`src/rtl/operand_entry.sv`:
```
// Keypad operand accumulator: gathers decimal digits into OPERANDS operands (binary and
// packed BCD) separated by operator keys, then holds the expression for a ready/ack consumer.
module operand_entry #(
  parameter int DIGITS   = 4,
  parameter int OPERANDS = 2,
  parameter int BIN_W    = 14
) (
  input  logic                            clk,
  input  logic                            rst,
  input  logic                            digit_valid,
  input  logic [3:0]                      digit,
  input  logic                            op_valid,
  input  logic [1:0]                      op_code,
  input  logic                            eq_valid,
  input  logic                            clear_entry,
  input  logic                            clear_all,
  input  logic                            result_ack,
  output logic [OPERANDS*BIN_W-1:0]       operands_bin,
  output logic [OPERANDS*4*DIGITS-1:0]    operands_bcd,
  output logic [2*(OPERANDS-1)-1:0]       op_codes,
  output logic [((OPERANDS > 2) ? $clog2(OPERANDS) : 1)-1:0] cur_index,
  output logic [$clog2(DIGITS+1)-1:0]     digit_count,
  output logic [$clog2(OPERANDS+1)-1:0]   operand_count,
  output logic                            ready,
  output logic                            reject,
  output logic                            state_dbg
);

  localparam int CIW  = (OPERANDS > 2) ? $clog2(OPERANDS) : 1;
  localparam int DCW  = $clog2(DIGITS+1);
  localparam int OCW  = $clog2(OPERANDS+1);
  localparam int BCDW = 4*DIGITS;
  localparam int EXTW = BIN_W + 4;
  localparam logic [CIW-1:0] LAST_IDX = CIW'(OPERANDS-1);
  localparam logic [DCW-1:0] MAX_DC   = DCW'(DIGITS);

  typedef enum logic {S_ENTRY = 1'b0, S_READY = 1'b1} state_t;

  // Handshake: ready stays high with every output frozen until result_ack (or clear_all)
  // is sampled; the cleared expression is visible on the following cycle.
  state_t            r_state;
  state_t            w_state_nxt;
  logic [BIN_W-1:0]  r_bin [OPERANDS];
  logic [BCDW-1:0]   r_bcd [OPERANDS];
  logic [1:0]        r_opc [OPERANDS-1];
  logic [CIW-1:0]    r_cur;
  logic [DCW-1:0]    r_dc;
  logic [OCW-1:0]    r_opcnt;
  logic              r_reject;

  logic              w_clear;
  logic              w_ready_key;
  logic [EXTW-1:0]   w_bin_ext;
  logic [BIN_W-1:0]  w_bin_nxt;
  logic [BCDW-1:0]   w_bcd_nxt;
  logic              w_digit_bad;
  logic              w_lead_zero;

  assign w_clear     = clear_all | ((r_state == S_READY) & result_ack);
  assign w_ready_key = clear_entry | eq_valid | op_valid | digit_valid;
  assign w_bin_ext   = EXTW'(r_bin[r_cur]) * EXTW'(10) + EXTW'(digit);
  assign w_bin_nxt   = w_bin_ext[BIN_W-1:0];
  assign w_bcd_nxt   = (r_bcd[r_cur] << 4) | BCDW'(digit);
  assign w_digit_bad = (digit > 4'd9) || (r_dc == MAX_DC);
  assign w_lead_zero = (digit == 4'd0) && (r_dc == '0);

  always_ff @(posedge clk) begin
    if (rst) r_state <= S_ENTRY;
    else     r_state <= w_state_nxt;
  end

  always_comb begin
    w_state_nxt = r_state;
    if (w_clear)
      w_state_nxt = S_ENTRY;
    else if ((r_state == S_ENTRY) && !clear_entry && eq_valid)
      w_state_nxt = S_READY;
  end

  always_comb begin
    ready         = (r_state == S_READY);
    state_dbg     = r_state;
    reject        = r_reject;
    cur_index     = r_cur;
    digit_count   = r_dc;
    operand_count = r_opcnt;
    operands_bin  = '0;
    operands_bcd  = '0;
    op_codes      = '0;
    for (int k = 0; k < OPERANDS; k++) begin
      operands_bin[k*BIN_W +: BIN_W] = r_bin[k];
      operands_bcd[k*BCDW +: BCDW]   = r_bcd[k];
    end
    for (int k = 0; k < OPERANDS-1; k++)
      op_codes[2*k +: 2] = r_opc[k];
  end

  // Only the highest-priority strobe acts; lower ones in the same cycle vanish silently.
  always_ff @(posedge clk) begin
    if (rst || w_clear) begin
      for (int k = 0; k < OPERANDS; k++) begin
        r_bin[k] <= '0;
        r_bcd[k] <= '0;
      end
      for (int k = 0; k < OPERANDS-1; k++)
        r_opc[k] <= '0;
      r_cur    <= '0;
      r_dc     <= '0;
      r_opcnt  <= '0;
      r_reject <= 1'b0;
    end else begin
      r_reject <= 1'b0;
      if (r_state == S_READY) begin
        if (w_ready_key) r_reject <= 1'b1;
      end else if (clear_entry) begin
        r_bin[r_cur] <= '0;
        r_bcd[r_cur] <= '0;
        r_dc         <= '0;
      end else if (eq_valid) begin
        r_opcnt <= OCW'(r_cur) + OCW'(1);
      end else if (op_valid) begin
        if (r_cur < LAST_IDX) begin
          r_opc[r_cur] <= op_code;
          r_cur        <= r_cur + CIW'(1);
          r_dc         <= '0;
        end else begin
          r_reject <= 1'b1;
        end
      end else if (digit_valid) begin
        if (w_digit_bad) begin
          r_reject <= 1'b1;
        end else if (!w_lead_zero) begin
          r_bin[r_cur] <= w_bin_nxt;
          r_bcd[r_cur] <= w_bcd_nxt;
          r_dc         <= r_dc + DCW'(1);
        end
      end
    end
  end

endmodule

```
`config.mk`:
```
export PLATFORM = sky130hd
export DESIGN_NAME = operand_entry
export DESIGN_NICKNAME = d
export VERILOG_FILES = /design/src/rtl/operand_entry.sv
export SDC_FILE = /design/constraint.sdc
export NUM_CORES = 1
export LEC_CHECK = 0
export BUFFER_PORTS_ARGS = -buffer_cell sky130_fd_sc_hd__buf_2
export CORE_ASPECT_RATIO = 0.9
export CORE_MARGIN = 5
export CORE_UTILIZATION = 50
export DETAILED_ROUTE_END_ITERATION = 7
export GPL_TIMING_DRIVEN = 0
export PLACE_DENSITY = 0.75
export SETUP_SLACK_MARGIN = 0.15
export SLEW_MARGIN = 5
export SYNTH_ARGS = -nofsm -noshare
export SYNTH_HDL_FRONTEND = slang
export SYNTH_SLANG_ARGS = --single-unit
```
`constraint.sdc`:
```
create_clock -name clk -period 5.8 [get_ports clk]
set_input_delay 1.16 -clock clk [delete_from_list [all_inputs] [get_ports clk]]
set_output_delay 1.16 -clock clk [all_outputs]
set_load 0.01 [all_outputs]
```
Yosys cells after proc, flatten, opt, wreduce, memory -nomap -nowiden. Memories as Yosys holds them, arrays and structs flattened. A register that Yosys moved wholly into a read port is not among the register bits. Index checks and enable logic that the tools add are counted.

Flip-flop bits (word level): 8. Bits in writable memories: 62. Input bits: 14. Word-level logic and storage cells: 98. Memories: 3.

$add $sub $neg: 4. $mul: 1. Magnitude comparators: 2. Equality and inequality tests: 5. Mux-type cells: 51. Bitwise logic cells: 11. Reductions and logical operators: 16.

Memories: r_bcd (depth 2, bits a word 16, rd ports 3, clocked after memory_dff 1, wr ports 2, RTL line 44) `logic [BCDW-1:0] r_bcd [OPERANDS];`; r_bin (depth 2, bits a word 14, rd ports 3, clocked after memory_dff 1, wr ports 2, RTL line 43) `logic [BIN_W-1:0] r_bin [OPERANDS];`; r_opc (depth 1, bits a word 2, rd ports 1, clocked after memory_dff 0, wr ports 1, RTL line 45) `logic [1:0] r_opc [OPERANDS-1];`.

Operators with widths (number): $mux 1 (39); $mux 16 (2); $mux 14 (2); $mux 3 (7); $or 16x4->16 (1); $reduce_or 16->1 (1); $add 14x4->14 (1); $mul 14x3->13 const B (1); $reduce_or 14->1 (1); $ne 3x3->1 const B (2); $or 1x1->1 (6); $reduce_and 6->1 (1); $reduce_and 5->1 (1); $gt 4x4->1 const B (1); $logic_not 4->1 (1); $reduce_or 2->1 (2); $add 3x1->3 const B (1); $eq 3x3->1 const B (1); $logic_and 1x1->1 (3); $logic_not 3->1 (1); $ne 3x1->1 const B (1); $not 1->1 (3); $reduce_and 3->1 (1); $reduce_bool 3->1 (1); other kinds (8) (9).

Depth between registers and ports, before layout. Gate-level depths: netlist (run 1).

Depth after elaboration: 14. Gate-level depth with buffers: 12. Gate-level depth less buffers: 11.

Worst setup path after synthesis (run 1). Ideal clock, no wire load.

Path kind: in2reg. Start point: in digit[1]. End point: mem r_bcd[0][0] (netlist name) (enable). Arrival time: 3924 ps. Slack: 1421 ps. Cell stages on the path: 5. Path buffers: 0. Cell sequence: o21ai_0 -> and3b_1 -> nand4_1 -> a21boi_0 -> o21ai_0.

RTL lines: start, declared (RTL line 11) `input logic [3:0] digit,`; end, declared (RTL line 44).

==> results.py, run 1 <==
metrics = {
    "status": {
        "outcome": "completed",
    },
    "synthesis": {
        "ys_ff_latch": 69,
        "synth-async-reset-ratio_pct": 0,
        "yosysTopAreaCell": "edfxtp_1",
        "synth_warnings": 0,
        "syn_inst": 319,
        "synth_edf_count": 60,
        "ys_types": 52,
        "ys_top_cells_by_area": "edfxtp_1 48%, ha_1 8.0%, dfxtp_1 4.8%",
        "netlist_area_sq_um": 3770,
        "synthFlopType": "edfxtp_1",
        "ys_seq_area_share_pct": 52.57,
        "synth.top_cell.area_share_pct": 47.79,
        "avgSynthCellArea_sq_um": 11.82,
        "synth_nets": 359,
    },
    "timing": {
        "worst_pin_slew_ps": 746.0,
        "hold_violations": 0,
        "finalSetupViolCount": 0,
        "hold_ws_ps": 492.3,
        "fin_crit_ps": 4651,
        "setup_tns_ps": 0,
        "finalMaxSlewViolations": 0,
        "max_freq_mhz": 215.0,
        "final.setup_skew_ps": 5.297,
        "post-route-period-util_pct": 80.19,
        "rsz0062_at_grt": "false",
        "max-slew-margin-rel_pct": 50.27,
        "final.setup.worst_slack_ps": 1149,
    },
    "routing": {
        "post-route-drc-count": 0,
        "viasPerCell": 5.468,
        "routed_wl_um": 8798,
        "wl_per_cell_um": 17.02,
        "drt_iter0_markers": 150,
        "ant_nets": 0,
        "drt_first_pass_iters": 4,
        "vias": 2827,
    },
    "finish": {
        "final_nets": 456,
        "seqCellArea_sq_um": 1982,
        "instances_no_fill": 517,
        "final_common_cell": "buf_2",
        "area.growth.synth_to_final_pct": 22.50,
        "multi_input_area_sq_um": 1720,
        "n_antenna_cell": 0,
        "layout_common_cells": "84 x buf_2, 60 x edfxtp_1, 46 x nor2_1",
        "n_fill_cell": 620,
        "final_layout_size_suffix_gt1_share_pct": 30.40,
    },
    "place": {
        "port_buffers": 84,
        "post-place-ws_ps": 1125,
        "placed_cells": 501,
        "hpwl_um": 6502,
        "gp_congestion": 0.8752,
    },
    "cts": {
        "clock-sinks": 69,
        "cts_buffers": 9,
        "cts_htree_levels": 3,
        "clockBufferDepth": 2,
        "cts-resized-gates": 0,
        "hold_buffers": 0,
        "clk_pin_slew_ps": 80,
        "cts_tree": "done",
        "cts_root_buffer": "clkbuf_8",
        "post-cts-setup-buffers": 0,
        "clk_latency_ps": 340,
    },
    "die": {
        "die_w_um": 101.5,
        "fp.dieH_um": 92.38,
        "io_pins": 85,
        "core-area_sq_um": 7432,
        "num_rows": 30,
        "dieArea_sq_um": 9379,
        "initial_utilization_pct": 50.72,
    },
    "grt": {
        "grtUsageTotal_pct": 19.76,
        "grt_pass1_vias": 2865,
        "gr-total-overflow": 0,
        "antenna_found_initial": 0,
        "grt_max_degree": 22,
        "grt_pass1_wl_um": 14320,
    },
    "power": {
        "ir_drop_uv": 118.1,
        "p_leak_nw": 2.091,
        "power_mw": 1.174,
        "power_density_nw_per_um2": 254.3,
    },
    "worst_setup_path": {
        "crit_fanout": 10,
        "path_class": "reg -> reg",
        "critPathArrivalTime_ps": 4810,
        "crit_required_ps": 5960,
        "critPathLaunchType": "flop",
        "end_kind": "flop",
    },
    "job": {
        "cap_violations": 0,
    },
    "hold_path": {
        "min_path_type": "reg -> reg",
    },
}
==> flip-flops by register name, indices dropped and copies added (netlist names), named ones only <==
signal	count
cur_index	1
digit_count	3
operand_count	2
r_bcd	32
r_bin	26
r_opc	2
ready	1
reject	1
==> worst paths after layout <==
| check | start | endpoint | slack [ps] | cells past startpoint |
|---|---|---|---|---|
| min | operand_count[1] | operand_count[1] | 490 | 2 |
| max | flop | r_bin[0][13] | 1150 | 12 |
| min reg2reg | operand_count[1] | operand_count[1] | 490 | 2 |
| max reg2reg | flop | r_bin[0][13] | 1150 | 12 |
==> power by group <==
group          internal (mW)  switching (mW)  leakage (nW)
clock network          0.250           0.208         0.116
logic                 0.0604          0.0874          1.22
registers              0.558          0.0106         0.758
==> stage by stage <==
step	util [%]	instance area, sq um
finish	62.14	4618
global route	62.14	4618
CTS	62.14	4618
detailed placement	59.04	4388
global placement	58.00	4310
floorplan	-	3770
==> cells by family after synthesis <==
logic type / share of synthesized area, %
xor+xnor: 5.078
compound gates: 9.260
flops: 52.57
fa+ha+maj: 9.028
simple gates: 13.81
buf+inv: 2.390
mux: 7.866
==> critical path: stages, from the launching register on <==
cell and delay [ps]:
dfxtp_1 310, clkbuf_1 370, buf_1 580, mux2_2 450
ha_1 300, ha_1 230, fa_1 430, a21o_2 240
a221oi_2 370, xnor2_1 170, o2111ai_1 200, nor3b_1 470
mux2i_1 340
==> metal layers <==
metal | GRT usage, % | routed length [um] | part of all wire [%]
met1 | 26.29 | 3787 | 43
met2 | 32.14 | 4312 | 49
met3 | 4.217 | 624 | 7.1
met4 | 6.312 | 75 | 0.85
met5 | 0 | 0 | 0
==> final cells by class <==
class | instances | area share [%]
clock buffers | 9 | 2.682
multi-input cells | 231 | 37.25
inverters | 7 | 0.5690
plain buffers | 12 | 1.382
well taps | 96 | 2.601
clock inverters | 7 | 2.303
flip-flops and latches | 69 | 42.92
repair buffers | 86 | 10.30
==> synthesized netlist by cell type, drive strengths merged, types with 4 or more instances <==
| cell | count |
|---|---|
| a21oi | 19 |
| mux2 | 11 |
| ha | 24 |
| dfxtp | 9 |
| a21o | 7 |
| clkbuf | 7 |
| nor2b | 4 |
| xor2 | 10 |
| nand2 | 7 |
| nor2 | 46 |
| o21ai | 12 |
| edfxtp | 60 |
| and2 | 18 |
| mux2i | 16 |
| buf | 5 |
| nand3 | 8 |
| xnor2 | 11 |
| inv | 7 |
Power figures use the tool's default switching activity.
==> inputs of run 2 (changes only) <==
CORE_UTILIZATION = 49   (was 50)
PLACE_DENSITY = 0.76   (was 0.75)
clock period = 3.8 ns   (was 5.8 ns; I/O delays follow)
==> results.py, run 2 (synthesis results as in run 1) <==
metrics = {
    "status": {
        "outcome": "completed",
    },
    "worst_setup_path": {
        "crit_required_ps": 3960,
        "end_kind": "flop",
        "critPathLaunchType": "flop",
        "r2r_slack_ps": 220,
        "critPathArrivalTime_ps": 3730,
        "crit_fanout": 8,
        "path_class": "reg -> reg",
    },
    "timing": {
        "final.setup_skew_ps": 13.22,
        "fin_crit_ps": 3576,
        "final.setup.worst_slack_ps": 223.9,
        "post-route-period-util_pct": 94.11,
        "max-slew-margin-rel_pct": 49.60,
        "rsz0062_at_grt": "false",
        "hold_violations": 0,
        "worst_pin_slew_ps": 756.0,
        "max_freq_mhz": 279.6,
        "hold_ws_ps": 492.9,
        "finalMaxSlewViolations": 0,
        "finalSetupViolCount": 0,
    },
    "power": {
        "internal-power_mw": 1.199,
        "sw_frac_of_total_pct": 27.49,
        "ir_drop_uv": 181.3,
        "power_density_nw_per_um2": 340.8,
        "p_leak_nw": 2.166,
        "combPwrFrac_pct": 15.2,
        "seq_power_share_pct": 52.5,
        "p_sw_mw": 0.4545,
        "pwr-share-clk_pct": 32.3,
    },
    "finish": {
        "n_fill_cell": 579,
        "seqCellArea_sq_um": 1983,
        "layout_common_cells": "84 x buf_2, 60 x edfxtp_1, 46 x nor2_1",
        "largest-register": "r_bcd",
        "stdcell_area_sq_um": 4851,
        "largest_reg_flops": 32,
        "n_antenna_cell": 0,
        "final_layout_size_suffix_gt1_share_pct": 37.56,
        "final_common_cell": "buf_2",
        "area.growth.synth_to_final_pct": 28.68,
        "utilization_pct": 64.62,
        "multi_input_area_sq_um": 1869,
        "final_nets": 469,
    },
    "die": {
        "fp.dieH_um": 93.21,
        "initial_utilization_pct": 50.22,
        "die_w_um": 102.5,
        "num_rows": 30,
        "core-area_sq_um": 7507,
        "dieArea_sq_um": 9550,
        "io_pins": 85,
    },
    "place": {
        "post-place-ws_ps": -390.8,
        "port_buffers": 84,
        "hpwl_um": 6581,
        "gp_congestion": 0.8912,
        "dpl_cell_area_sq_um": 4393,
    },
    "cts": {
        "hold_buffers": 0,
        "clk_pin_slew_ps": 90,
        "clock-sinks": 69,
        "cts_htree_levels": 3,
        "clk_latency_ps": 340,
        "cts_root_buffer": "clkbuf_8",
        "cts_buffers": 9,
        "cts_tree": "done",
        "clockBufferDepth": 2,
    },
    "grt": {
        "grtUsageTotal_pct": 19.04,
        "grt_pass1_vias": 2851,
        "antenna_found_initial": 0,
        "gr-total-overflow": 0,
        "grt_pass1_wl_um": 13920,
        "grt_max_degree": 23,
    },
    "routing": {
        "drt_iter0_markers": 118,
        "drt_first_pass_iters": 4,
        "wl_per_cell_um": 17.02,
        "vias": 2885,
        "post-route-drc-count": 0,
        "routed_wl_um": 9018,
        "viasPerCell": 5.443,
        "ant_nets": 0,
    },
    "hold_path": {
        "min_path_type": "reg -> reg",
    },
    "job": {
        "cap_violations": 0,
    },
}
==> run 2: path summary, 6_finish.rpt <==
path                      end             start  depth (start not counted)
max              r_bin[1][13]              flop                         13
min          operand_count[1]  operand_count[1]                          2
max reg2reg      r_bin[1][13]              flop                         13
min reg2reg  operand_count[1]  operand_count[1]                          2
==> run 2: area by class of cell <==
class	count	share of cell area [%]
clock inverter	7	1.058
tap	96	2.476
inverter	7	0.5417
multi-input combinational	231	38.53
clock buffer	9	2.554
timing repair buffer	99	12.07
buffer	12	1.883
sequential	69	40.88
==> run 2: power groups by stage <==
stage / sequential (mW) / combinational, mW / clock, mW
3_3_place_gp: 0.886 / 0.212 / 0
3_5_place_dp: 0.885 / 0.225 / 0
6_report: 0.868 / 0.252 / 0.534
2_1_floorplan: 0.903 / 0.122 / 0
5_1_grt: 0.872 / 0.275 / 0.569
4_1_cts: 0.868 / 0.233 / 0.538
==> run 2: critical path, stage by stage (launching register included) <==
cell and delay (ps):
dfxtp_2 330, buf_8 130, buf_12 140, buf_12 130, mux2_4 300, ha_1 290
ha_1 280, buf_6 140, a21o_1 200, a221oi_4 390, xnor2_2 170, o2111ai_2 210
nor3b_4 360, mux2i_2 310
==> run 2: layer usage <==
layer  global-route usage, %  vias up  routed length, um
met5                       0        -                  0
met4                   7.650        0                145
met3                   4.623       16                830
met2                   30.54      114               4419
met1                   24.61     1370               3623
li1                        -     1385                  -
==> run 2: stage by stage <==
step	power (mW)	setup TNS, ps	std cells
2_1_floorplan	1.025	-10400	319
3_3_place_gp	1.099	-99100	499
3_5_place_dp	1.110	-1140	501
4_1_cts	1.639	0	518
5_1_grt	1.716	0	530
6_report	1.653	0	530
==> run 2: what timing repair did <==
item	in CTS	in global routing
setup buffers	1	12
endpoints found under the setup margin	8	6
pin swaps	5	9
resized for setup	17	17
